## config.mk

```make
export PLATFORM = sky130hd
export DESIGN_NAME = dmux_stream_nway
export DESIGN_NICKNAME = d
export VERILOG_FILES = /design/src/rtl/dmux_stream_nway.sv
export SDC_FILE = /design/constraint.sdc
export NUM_CORES = 1
export LEC_CHECK = 0
export ABC_AREA = 0
export BUFFER_PORTS_ARGS = -buffer_cell sky130_fd_sc_hd__buf_4
export CAP_MARGIN = 10
export CORE_MARGIN = 1
export CORE_UTILIZATION = 54
export DETAILED_ROUTE_END_ITERATION = 16
export PLACE_DENSITY = 0.88
export SETUP_SLACK_MARGIN = 0.05
export SLEW_MARGIN = 40
export SYNTH_ARGS = -nofsm -noshare
export SYNTH_HDL_FRONTEND = slang
export SYNTH_SLANG_ARGS = --single-unit
```

## constraint.sdc

```tcl
create_clock -name clk -period 4.82 [get_ports clk]
set_clock_uncertainty 0.05 [all_clocks]
set_input_delay 0.241 -clock clk [delete_from_list [all_inputs] [get_ports clk]]
set_output_delay 0.241 -clock clk [all_outputs]
set_load 0.02 [all_outputs]
```

## src/rtl/dmux_stream_nway.sv

```systemverilog
// dmux_stream_nway: 1-to-NCH stream demultiplexer with a valid/ready handshake.
// Every output channel has a one-entry holding register. The target channel
// comes either from sel or from an internal round-robin pointer.
// A channel's data reads zero whenever its valid bit is clear.

module dmux_stream_nway #(
  parameter int WIDTH = 16,
  parameter int NCH   = 4,
  parameter int SELW  = $clog2(NCH)
) (
  input  logic                 clk,
  input  logic                 reset,
  input  logic                 mode,
  input  logic [SELW-1:0]      sel,
  input  logic [WIDTH-1:0]     in_data,
  input  logic                 in_valid,
  output logic                 in_ready,
  output logic [NCH*WIDTH-1:0] out_data,
  output logic [NCH-1:0]       out_valid,
  input  logic [NCH-1:0]       out_ready,
  output logic [SELW-1:0]      cur_ch,
  output logic                 sel_err
);

  // NCH is widened by one bit so that sel values that cannot name a channel
  // compare correctly when NCH is not a power of two.
  localparam logic [SELW:0]   NchExt = (SELW+1)'(NCH);
  localparam logic [SELW-1:0] LastCh = SELW'(NCH-1);

  logic [SELW-1:0]      target;
  logic [SELW-1:0]      rrPtr_q, rrPtr_d;
  logic [NCH-1:0]       valid_q, valid_d;
  logic [NCH-1:0]       tgtOneHot;
  logic [NCH*WIDTH-1:0] data_q, data_d;
  logic                 selErr;
  logic                 accept;

  // Pick the target channel and decide whether the producer may hand over a beat.
  // An illegal sel gives an all-zero one-hot, so nothing can be accepted.
  always_comb begin
    target    = mode ? rrPtr_q : sel;
    selErr    = !mode && ({1'b0, sel} >= NchExt);
    tgtOneHot = '0;
    for (int i = 0; i < NCH; i++) begin
      tgtOneHot[i] = (SELW'(i) == target);
    end
    in_ready = !selErr && (|(tgtOneHot & (~valid_q | out_ready)));
    accept   = in_valid && in_ready;
  end

  // Next state: drains clear a channel, then an accept reloads the target.
  // Placing the load after the drain lets a full channel take a beat every cycle.
  always_comb begin
    valid_d = valid_q;
    data_d  = data_q;
    rrPtr_d = rrPtr_q;
    for (int i = 0; i < NCH; i++) begin
      if (valid_q[i] && out_ready[i]) begin
        valid_d[i]                = 1'b0;
        data_d[i*WIDTH +: WIDTH]  = '0;
      end
      if (accept && tgtOneHot[i]) begin
        valid_d[i]                = 1'b1;
        data_d[i*WIDTH +: WIDTH]  = in_data;
      end
    end
    if (accept && mode) begin
      rrPtr_d = (rrPtr_q == LastCh) ? '0 : rrPtr_q + 1'b1;
    end
  end

  // Holding registers and round-robin pointer. Reset discards any held beats.
  always_ff @(posedge clk or posedge reset) begin
    if (reset) begin
      valid_q <= '0;
      data_q  <= '0;
      rrPtr_q <= '0;
    end else begin
      valid_q <= valid_d;
      data_q  <= data_d;
      rrPtr_q <= rrPtr_d;
    end
  end

  assign out_valid = valid_q;
  assign out_data  = data_q;
  assign cur_ch    = target;
  assign sel_err   = selErr;

endmodule
```

==> results of run 1 <==
[Yosys cell counts, types with 2 or more instances]
cell	count	share of area [%]
nand2_1	135	17
dfrtp_1	70	59
o21ai_0	41	6.9
o21ai_1	26	4.4
buf_2	7	1.2
buf_4	5	1.3
clkbuf_1	5	0.63
inv_1	4	0.51
nand2b_1	4	0.84
mux2i_1	3	1.0
and4_1	2	0.59
buf_6	2	0.76
mux2i_4	2	1.5
nand3_1	2	0.34
[routing by layer]
layer / up-vias / track usage (%)
li1: 1222 / -
met1: 1201 / 32.7
met2: 107 / 44.6
met3: 11 / 8.98
met4: 0 / 9.04
met5: - / 0
[power breakdown]
group	switching [uW]	total, uW	internal (uW)
registers	175	1040	861
clock network	208	446	238
logic	711	1200	494
total	1090	2690	1590
[path summary, 6_finish.rpt]
kind,start,end,depth (start not counted)
setup / recovery,rrPtr_q[0]$_DFFE_PP0P_,in_ready,4
max in group asynchronous,reset,out_data[32]$_DFFE_PP0P_,3
setup reg to reg,rrPtr_q[0]$_DFFE_PP0P_,out_data[39]$_DFFE_PP0P_,3
hold / removal,reset,out_data[54]$_DFFE_PP0P_,3
hold reg to reg,out_data[21]$_DFFE_PP0P_,out_data[21]$_DFFE_PP0P_,2
min in group clk,in_data[14],out_data[30]$_DFFE_PP0P_,3
[tightest hold or removal path: cells and delay by family]
| kind | cells | cell delay, ps |
|---|---|---|
| buffers and inverters | 3 | 630 |
[flip-flops by register name, indices dropped and copies added, names as in the netlist]
signal / count
out_data: 64
out_valid: 4
rrPtr_q: 2
[per-stage QoR]
| step | setup slack (ps) | power, uW |
|---|---|---|
| 2_1_floorplan | 2760 | 1690 |
| 3_3_place_gp | 2800 | 2210 |
| 4_1_cts | 2650 | 2700 |
| 5_1_grt | 2680 | 2840 |
| 3_5_place_dp | 2700 | 2250 |
| 6_report | 2760 | 2690 |
[layout make-up]
class	instances	area share [%]
timing repair buffer	99	19.3
clock buffer	12	3.49
clock inverter	4	1.23
sequential	70	45.2
tap	70	2.26
multi-input combinational	226	28.0
inverter	5	0.485
[logic make-up (layout without fill, tap and decap cells)]
group / count (synthesis) / count (layout)
AOI/OAI and AO/OA: 70 / 70
adders and majority gates: 1 / 1
buffers and inverters: 24 / 120
DFF: 70 / 70
muxes: 6 / 6
other: 1 / 1
and+or+nand+nor: 148 / 148
==> flow_summary.json, run 1 <==
{
  "antenna_found_initial": 0,
  "drv_slew": 0,
  "path_common_cell": "mux2i_1",
  "end_kind": "output port",
  "synthSimpleGateAreaFrac_pct": 20.9,
  "multi_input_area_um2": 1080,
  "die_w_um": 76.1,
  "avgSynthCellArea_um2": 9.27,
  "crit_path_max_fanout": 8,
  "synthArstFlopShare_pct": 100,
  "placed_cells": 470,
  "cp-start-kind": "flop",
  "avgRoutedWirePerCell_um": 14.9,
  "cp_top_family": "multiplexers",
  "hp-class": "input port to asynchronous set/reset pin",
  "power_leakage_uw": 0.00191,
  "wl_met3_um": 548,
  "instances_no_fill": 486,
  "boundaryPins": 98,
  "die-area_um2": 5790,
  "whs_ps": 13.0,
  "register_area_um2": 1750,
  "slowest_stage": "dfrtp_1",
  "synthCells": 320,
  "layout_min_cycle_time_ps": 2060,
  "worstPathArrival_ps": 1760,
  "grt_pass1_wl_mm": 11.9,
  "hold_viol_final": 0,
  "worst_pin_slew_ps": 610,
  "clock_latency_ps": 340,
  "synth_nets": 347,
  "placed_area_um2": 3690,
  "ys_warn_count": 0,
  "htreeDepth": 3,
  "cts_root_buf": "clkbuf_8",
  "peakVddDrop_v": 0.000365,
  "final_antenna_net_count": 0,
  "floorplan.initialDensity_pct": 57.0,
  "fin_crit_sh_pct": 42.7,
  "numCtsBuffers": 9,
  "fmax_mhz": 486,
  "finalInstanceArea_um2": 3870,
  "mostFrequentLayoutCells": "nand2_1, buf_4, dfrtp_1, o21ai_0, o21ai_1",
  "row_count": 26,
  "io_buffers": 96,
  "clk_pin_slew_ps": 70,
  "syn2layout_area_growth_pct": 30.5,
  "crit_buf_inv": 1,
  "grt_overflow_total": 0,
  "synth-edff-count": 0,
  "die_y_um": 76.1,
  "routed_wl_mm": 7.24,
  "synth-xor-area-share_pct": 0,
  "post_cts_buffers": 0,
  "met1_length_mm": 2.91,
  "ctsResizeCount": 0,
  "final_util_pct": 74.4,
  "slew_headroom_pct": 59.4,
  "layout-drive-gt1-share_pct": 29.3,
  "outcome": "finished clean",
  "drtPass1Iterations": 4,
  "rsz0062_at_grt": "no",
  "diodes": 0,
  "rrSetupSlack_ps": 2980,
  "synth_top_family_by_area": "simple AND/OR/NAND/NOR gates",
  "synthMuxAreaShare_pct": 2.91,
  "drc_errors": 0,
  "cts_hold_buffers": 0,
  "grt_max_degree": 71,
  "crit_type": "flop to output port",
  "vias_per_cell": 5.23,
  "synthAdderAreaFrac_pct": 0.422,
  "globalRouteTotalUtil_pct": 26.8,
  "synth-compound-area-share_pct": 12.1,
  "nFillCells": 373,
  "cp_cell_sequence": "mux2i_4 -> mux2i_1 -> mux2i_1 -> buf_4",
  "power.density_nw_per_um2": 694,
  "setup-tns-final_ps": 0,
  "max-clock-path-buffers": 2,
  "wl_met2_mm": 3.65,
  "gp_congestion": 0.810,
  "cpPeakStageDelay_ps": 440,
  "seq_area_frac_synth_pct": 59.0,
  "fin_nets": 438,
  "synth_ff_type": "dfrtp_1",
  "vias": 2541,
  "hpwl_mm": 5.17,
  "placeableCoreArea_um2": 5200,
  "cts_tree": "built",
  "yosysUniqueCellTypes": 26,
  "finalSetupViolCount": 0,
  "grt_pass1_vias": 2435,
  "drtIter0Drc": 165,
  "cts.sinks": 70,
  "worstPathRequired_ps": 4530,
  "cap_violations": 0,
  "final_common_cell": "nand2_1",
  "ys_ff_latch": 70,
  "synth_area_um2": 2970,
  "top_layer": "met4"
}
(Power assumes the default switching activity.)
==> inputs of run 2 (changes only) <==
--- a/config.mk
+++ b/config.mk
@@ -5,13 +5,13 @@
 export SDC_FILE = /design/constraint.sdc
 export NUM_CORES = 1
 export LEC_CHECK = 0
-export ABC_AREA = 0
+export ABC_AREA = 1
 export BUFFER_PORTS_ARGS = -buffer_cell sky130_fd_sc_hd__buf_4
 export CAP_MARGIN = 10
 export CORE_MARGIN = 1
-export CORE_UTILIZATION = 54
+export CORE_UTILIZATION = 51
 export DETAILED_ROUTE_END_ITERATION = 16
-export PLACE_DENSITY = 0.88
+export PLACE_DENSITY = 0.82
 export SETUP_SLACK_MARGIN = 0.05
 export SLEW_MARGIN = 40
 export SYNTH_ARGS = -nofsm -noshare
==> constraint.sdc (replaced) <==
create_clock -name clk -period 2 [get_ports clk]
set_clock_uncertainty 0.05 [all_clocks]
set_input_delay 0.1 -clock clk [delete_from_list [all_inputs] [get_ports clk]]
set_output_delay 0.1 -clock clk [all_outputs]
set_load 0.02 [all_outputs]
==> run 2 against run 1 <==
Critical endpoint unchanged; total power rose by 150%; area after synthesis rose by 8.6%; critical path type unchanged; wire length is 26% higher; sequential share of layout area fell by 3.9 points; highest routed layer unchanged; global-route usage up 2.0 points; combinational power grew to 2.8 times the previous value; via count is 22% higher; cell area up 9.4%; synthesized cell count up 9.4%; core utilization decreased by 3.7 points.
==> flow_summary.json, run 2 <==
{
  "synth_top_cell_by_area": "dfrtp_1",
  "ys_ff_latch": 70,
  "slew_headroom_pct": 62.1,
  "hold_viol_final": 0,
  "min_path_cells": 4,
  "boundaryPins": 98,
  "numCtsBuffers": 9,
  "avgSynthCellArea_um2": 9.21,
  "hp-class": "input port to flop",
  "final_common_cell": "buf_4",
  "synth_nets": 377,
  "rsz0062_at_grt": "no",
  "ys_warn_count": 0,
  "worstPathArrival_ps": 1680,
  "fmax_mhz": 547,
  "syn2layout_area_growth_pct": 31.4,
  "die_y_um": 81.5,
  "grt_max_degree": 71,
  "synth_ff_type": "dfrtp_1",
  "diodes": 0,
  "grt_pass1_vias": 2835,
  "die-area_um2": 6640,
  "fin_nets": 475,
  "cts_tree": "built",
  "rrSetupSlack_ps": 240,
  "slowest_stage": "dfrtp_1",
  "setup-tns-final_ps": 0,
  "yosys-top-cells-count": "nand2_1, dfrtp_1, nand3_1",
  "power_leakage_uw": 0.00231,
  "rr_startpoint": "rrPtr_q[0]$_DFFE_PP0P_",
  "crit_buf_inv": 4,
  "crit_path_max_fanout": 24,
  "final_antenna_net_count": 0,
  "r2r_cells": 11,
  "grt_overflow_total": 0,
  "power.density_nw_per_um2": 1580,
  "yosysUniqueCellTypes": 20,
  "row_count": 28,
  "antenna_found_initial": 0,
  "reg2reg_to": "out_data[47]$_DFFE_PP0P_",
  "cts.sinks": 70,
  "ys_top_cells_by_area": "dfrtp_1, nand4_1, nand3_1, nand2_1, nand3_4",
  "final_util_pct": 70.7,
  "mostFrequentLayoutCells": "buf_4, nand2_1, dfrtp_1, nand3_1, nand4_1",
  "grt_pass1_wl_mm": 14.0,
  "hpwl_mm": 5.91,
  "avgRoutedWirePerCell_um": 17.3,
  "largest_reg_flops": 64,
  "placed_area_um2": 3940,
  "synth-compound-area-share_pct": 0.311,
  "worstPathRequired_ps": 1850,
  "vias": 3096,
  "end_kind": "output port",
  "floorplan.initialDensity_pct": 53.8,
  "finalInstanceArea_um2": 4240,
  "fin_crit_sh_pct": 91.4,
  "layout-drive-gt1-share_pct": 31.5,
  "peakVddDrop_v": 0.00103,
  "synth-edff-count": 0,
  "vias_per_cell": 5.89,
  "synthCells": 350,
  "cap_violations": 0,
  "htreeDepth": 3,
  "layout_min_cycle_time_ps": 1830,
  "io_buffers": 96,
  "drtPass1Iterations": 5,
  "globalRouteTotalUtil_pct": 28.8,
  "cpPeakStageDelay_ps": 370,
  "synthSimpleGateAreaFrac_pct": 37.9,
  "synthAdderAreaFrac_pct": 0.388,
  "drv_slew": 0,
  "synthMuxAreaShare_pct": 0,
  "cp_top_family": "simple AND/OR/NAND/NOR gates",
  "cp-start-kind": "flop",
  "worst_pin_slew_ps": 567,
  "seq_area_frac_synth_pct": 54.3,
  "synthArstFlopShare_pct": 100,
  "routed_wl_mm": 9.12,
  "cts_root_buf": "clkbuf_8",
  "die_w_um": 81.5,
  "synth_top_area_share_pct": 54.3,
  "synth_top_family_by_area": "simple AND/OR/NAND/NOR gates",
  "synth.most_common_cell": "nand2_1",
  "crit_type": "flop to output port",
  "gp_congestion": 0.808,
  "hold-path-endpoint": "out_valid[0]$_DFFE_PP0P_",
  "clock_latency_ps": 340,
  "drc_errors": 0,
  "whs_ps": 0.529,
  "max-clock-path-buffers": 2,
  "worstHoldStart": "out_ready[0]",
  "synth_area_um2": 3220,
  "total_power_uw": 6700,
  "outcome": "finished clean",
  "drtIter0Drc": 266,
  "finalSetupViolCount": 0,
  "clk_pin_slew_ps": 70,
  "placeableCoreArea_um2": 5990,
  "synth-xor-area-share_pct": 0,
  "cp_cell_sequence": "inv_1 -> or2_2 -> nand3_1 -> nand2_1 -> inv_2 -> nand2_8 -> buf_16 -> buf_4"
}
## run 2: worst max-delay path by stage
stage,startpoint,slack (ps),to,cells after the start
5_1_grt,out_valid[3]$_DFFE_PP0P_,80,in_ready,8
2_1_floorplan,reset,80,out_data[0]$_DFFE_PP0P_,1
4_1_cts,rrPtr_q[1]$_DFFE_PP0P_,50,in_ready,9
3_5_place_dp,rrPtr_q[1]$_DFFE_PP0P_,290,out_data[61]$_DFFE_PP0P_,10
6_report,out_valid[3]$_DFFE_PP0P_,170,in_ready,8
3_3_place_gp,rrPtr_q[1]$_DFFE_PP0P_,390,out_data[5]$_DFFE_PP0P_,10
## run 2: cell families (layout without fill, tap and decap cells)
logic type                 Yosys count  count (layout)
and+or+nand+nor                    235             236
DFF                                 70              70
other                                1               1
AOI/OAI and AO/OA                    2               2
adders and majority gates            1               1
buffers and inverters               41             141
## run 2: power breakdown
part	switching (uW)	internal, uW	leakage (uW)	total, uW
Combinational	1950	1370	0.00131	3320
Clock	503	467	0.0000821	970
Sequential	404	2000	0.000911	2400
Total	2860	3840	0.00231	6700
## run 2: area by class of cell
class	count	area, um2
fill	450	1760
sequential	70	1750
multi-input combinational	240	1260
timing repair buffer	114	923
clock buffer	12	145
tap	75	93.8
inverter	13	48.8
clock inverter	2	10.0
## run 2: worst register-to-register path, stage by stage (launching register included)
cell and delay, ps:
dfrtp_1 420, inv_1 70, nand2_1 50, nand2_2 110, nand3_1 90, nand2_1 80
inv_2 60, nand2_8 100, buf_4 180, nand3_4 200, nand3_1 160, nand2_1 60
## run 2: what timing repair did
action / CTS / global route
cloned: 1 / 1
gates resized for setup: 1 / 1
setup endpoints to repair: 1 / 1
pin swaps: 1 / 1
setup buffers: 0 / 6
hold buffers: 4 / 0
endpoints found under the hold margin: 73 / 0
## run 2: per-layer routing
metal / share of wire [%] / GRT usage, % / vias up
met1: 41 / 39.4 / 1493
met2: 49 / 44.8 / 154
met4: 2.4 / 13.8 / 0
met5: 0 / 0 / -
met3: 8.2 / 4.44 / 26
li1: - / - / 1423
## run 2: through the flow
step / worst slack [ps] / cells
final: 173 / 526
after global routing: 82.2 / 526
after CTS: 54.5 / 519
after detailed placement: 286 / 500
after global placement: 392 / 500
after floorplan: 81.8 / 350
==> inputs of run 3 (changes only) <==
--- a/config.mk
+++ b/config.mk
@@ -8,6 +8,7 @@
 export ABC_AREA = 1
 export BUFFER_PORTS_ARGS = -buffer_cell sky130_fd_sc_hd__buf_4
 export CAP_MARGIN = 10
+export CORE_ASPECT_RATIO = 1.75
 export CORE_MARGIN = 1
 export CORE_UTILIZATION = 51
 export DETAILED_ROUTE_END_ITERATION = 16
==> run 3 against run 2 <==
Critical path depth did not move; cell count rose by 1.9%; total power down 3.1%; cell area is 0.30% higher; setup slack worse by 26 ps.
==> flow_summary.json, run 3 (same netlist as run 2, synthesis figures left out) <==
{
  "outcome": "finished clean",
  "numCtsBuffers": 9,
  "grt_pass1_vias": 2834,
  "floorplan.initialDensity_pct": 52.5,
  "cts.sinks": 70,
  "grt_pass1_wl_mm": 14.0,
  "vias": 3078,
  "routed_wl_mm": 9.04,
  "power_leakage_uw": 0.00230,
  "htreeDepth": 3,
  "crit_path_max_fanout": 23,
  "hold_viol_final": 0,
  "avgRoutedWirePerCell_um": 16.9,
  "multi_input_area_um2": 1260,
  "drc_errors": 0,
  "r2r_cells": 10,
  "layout_min_cycle_time_ps": 1850,
  "globalRouteTotalUtil_pct": 29.1,
  "slowest_stage": "dlygate4sd3_1",
  "worstPathRequired_ps": 1850,
  "hold-path-endpoint": "out_data[28]$_DFFE_PP0P_",
  "rr_startpoint": "rrPtr_q[1]$_DFFE_PP0P_",
  "io_buffers": 96,
  "cts_root_buf": "clkbuf_8",
  "power.density_nw_per_um2": 1530,
  "nFillCells": 488,
  "path_common_cell": "buf_4",
  "whs_ps": 10.5,
  "die-area_um2": 6650,
  "instances_no_fill": 536,
  "finalSetupViolCount": 0,
  "fin_nets": 479,
  "syn2layout_area_growth_pct": 31.8,
  "drtIter0Drc": 201,
  "fmax_mhz": 539,
  "register_area_um2": 1750,
  "worst_pin_slew_ps": 580,
  "cts_tree": "built",
  "placed_cells": 506,
  "cp_cell_sequence": "dlygate4sd3_1 -> buf_4 -> or2_2 -> nand3_1 -> nand2_1 -> inv_2 -> nand2_8 -> buf_4",
  "mostFrequentLayoutCells": "buf_4, nand2_1, dfrtp_1, nand3_1, nand4_1",
  "rrSetupSlack_ps": 300,
  "clk_pin_slew_ps": 80,
  "worstPathArrival_ps": 1700,
  "cap_violations": 0,
  "placeableCoreArea_um2": 6130,
  "antenna_found_initial": 0,
  "largest_reg_flops": 64,
  "gp_congestion": 0.840,
  "die_w_um": 62.1,
  "end_kind": "output port",
  "vias_per_cell": 5.74,
  "worstHoldStart": "in_data[12]",
  "fin_crit_sh_pct": 92.7,
  "drtPass1Iterations": 5,
  "min_path_cells": 3,
  "peakVddDrop_v": 0.000759,
  "final_antenna_net_count": 0,
  "final_util_pct": 69.3,
  "layout-drive-gt1-share_pct": 30.3,
  "die_y_um": 107,
  "dp_slack_ps": 228,
  "diodes": 0,
  "hp-class": "input port to flop",
  "drv_slew": 0,
  "cpPeakStageDelay_ps": 530,
  "cp-start-kind": "input port",
  "slew_headroom_pct": 61.3,
  "grt_max_degree": 46,
  "boundaryPins": 98,
  "crit_type": "input port to output port",
  "max-clock-path-buffers": 2,
  "reg2reg_to": "out_data[54]$_DFFE_PP0P_",
  "fin_ws_ps": 146,
  "final_common_cell": "buf_4",
  "clock_latency_ps": 350,
  "grt_overflow_total": 0,
  "row_count": 38,
  "setup-tns-final_ps": 0,
  "hpwl_mm": 6.28,
  "rsz0062_at_grt": "no"
}
==> run 3: changes by cell type in the layout (fill, tap and decap cells not counted), sizes merged <==
cell	previous run	this run
dlygate4sd3	4	14
buf	109	104
clkbuf	12	9
clkinvlp	0	2
bufbuf	1	0
clkinv	2	3
inv	13	14
==> run 3: layer usage <==
| metal | up-vias | global-route usage, % | routed length (um) |
|---|---|---|---|
| met2 | 149 | 46.4 | 4690 |
| met1 | 1458 | 36.6 | 3360 |
| met4 | 0 | 14.9 | 398 |
| li1 | 1438 | - | - |
| met3 | 33 | 5.07 | 594 |
| met5 | - | 0 | 0 |
==> run 3: report_power, final <==
part	switching (uW)	total [uW]	internal, uW
Combinational	1900	3110	1210
Clock	538	977	439
Sequential	400	2400	2000
==> run 3: worst max path at each step <==
| stage | startpoint | to | slack (ps) | cells past startpoint |
|---|---|---|---|---|
| floorplan | reset | out_data[0]$_DFFE_PP0P_ | 80 | 1 |
| global placement | rrPtr_q[1]$_DFFE_PP0P_ | out_data[46]$_DFFE_PP0P_ | 280 | 10 |
| detailed placement | rrPtr_q[1]$_DFFE_PP0P_ | out_data[55]$_DFFE_PP0P_ | 230 | 10 |
| CTS | out_ready[3] | in_ready | 120 | 8 |
| global route | out_ready[3] | in_ready | 90 | 8 |
| finish | out_ready[3] | in_ready | 150 | 8 |
==> run 3: area by class of cell <==
| cell class | count | area share [%] |
|---|---|---|
| Inverter | 13 | 1.15 |
| Clock inverter | 6 | 0.913 |
| Tap cell | 80 | 2.36 |
| Multi-Input combinational cell | 240 | 29.7 |
| Sequential cell | 70 | 41.2 |
| Clock buffer | 9 | 2.92 |
| Timing Repair Buffer | 118 | 21.8 |
==> run 3: through the flow <==
step	power [uW]	cell area (um2)
final	6490	4250
after global routing	6870	4250
after CTS	6450	4230
after detailed placement	5460	3930
after global placement	5370	3930
after floorplan	4260	3220
==> run 3: what timing repair did <==
item / 4_1_cts / 5_1_grt
endpoints found under the hold margin: 94 / 0
buffers inserted: 0 / 0
hold buffers: 14 / 0
resized for setup: 0 / 1
endpoints found under the setup margin: 0 / 21
==> run 3: worst max-delay path: cells and delay by family <==
kind / cells / cell delay, ps
AND/OR/NAND/NOR: 4 / 590
buffers and inverters: 4 / 1000
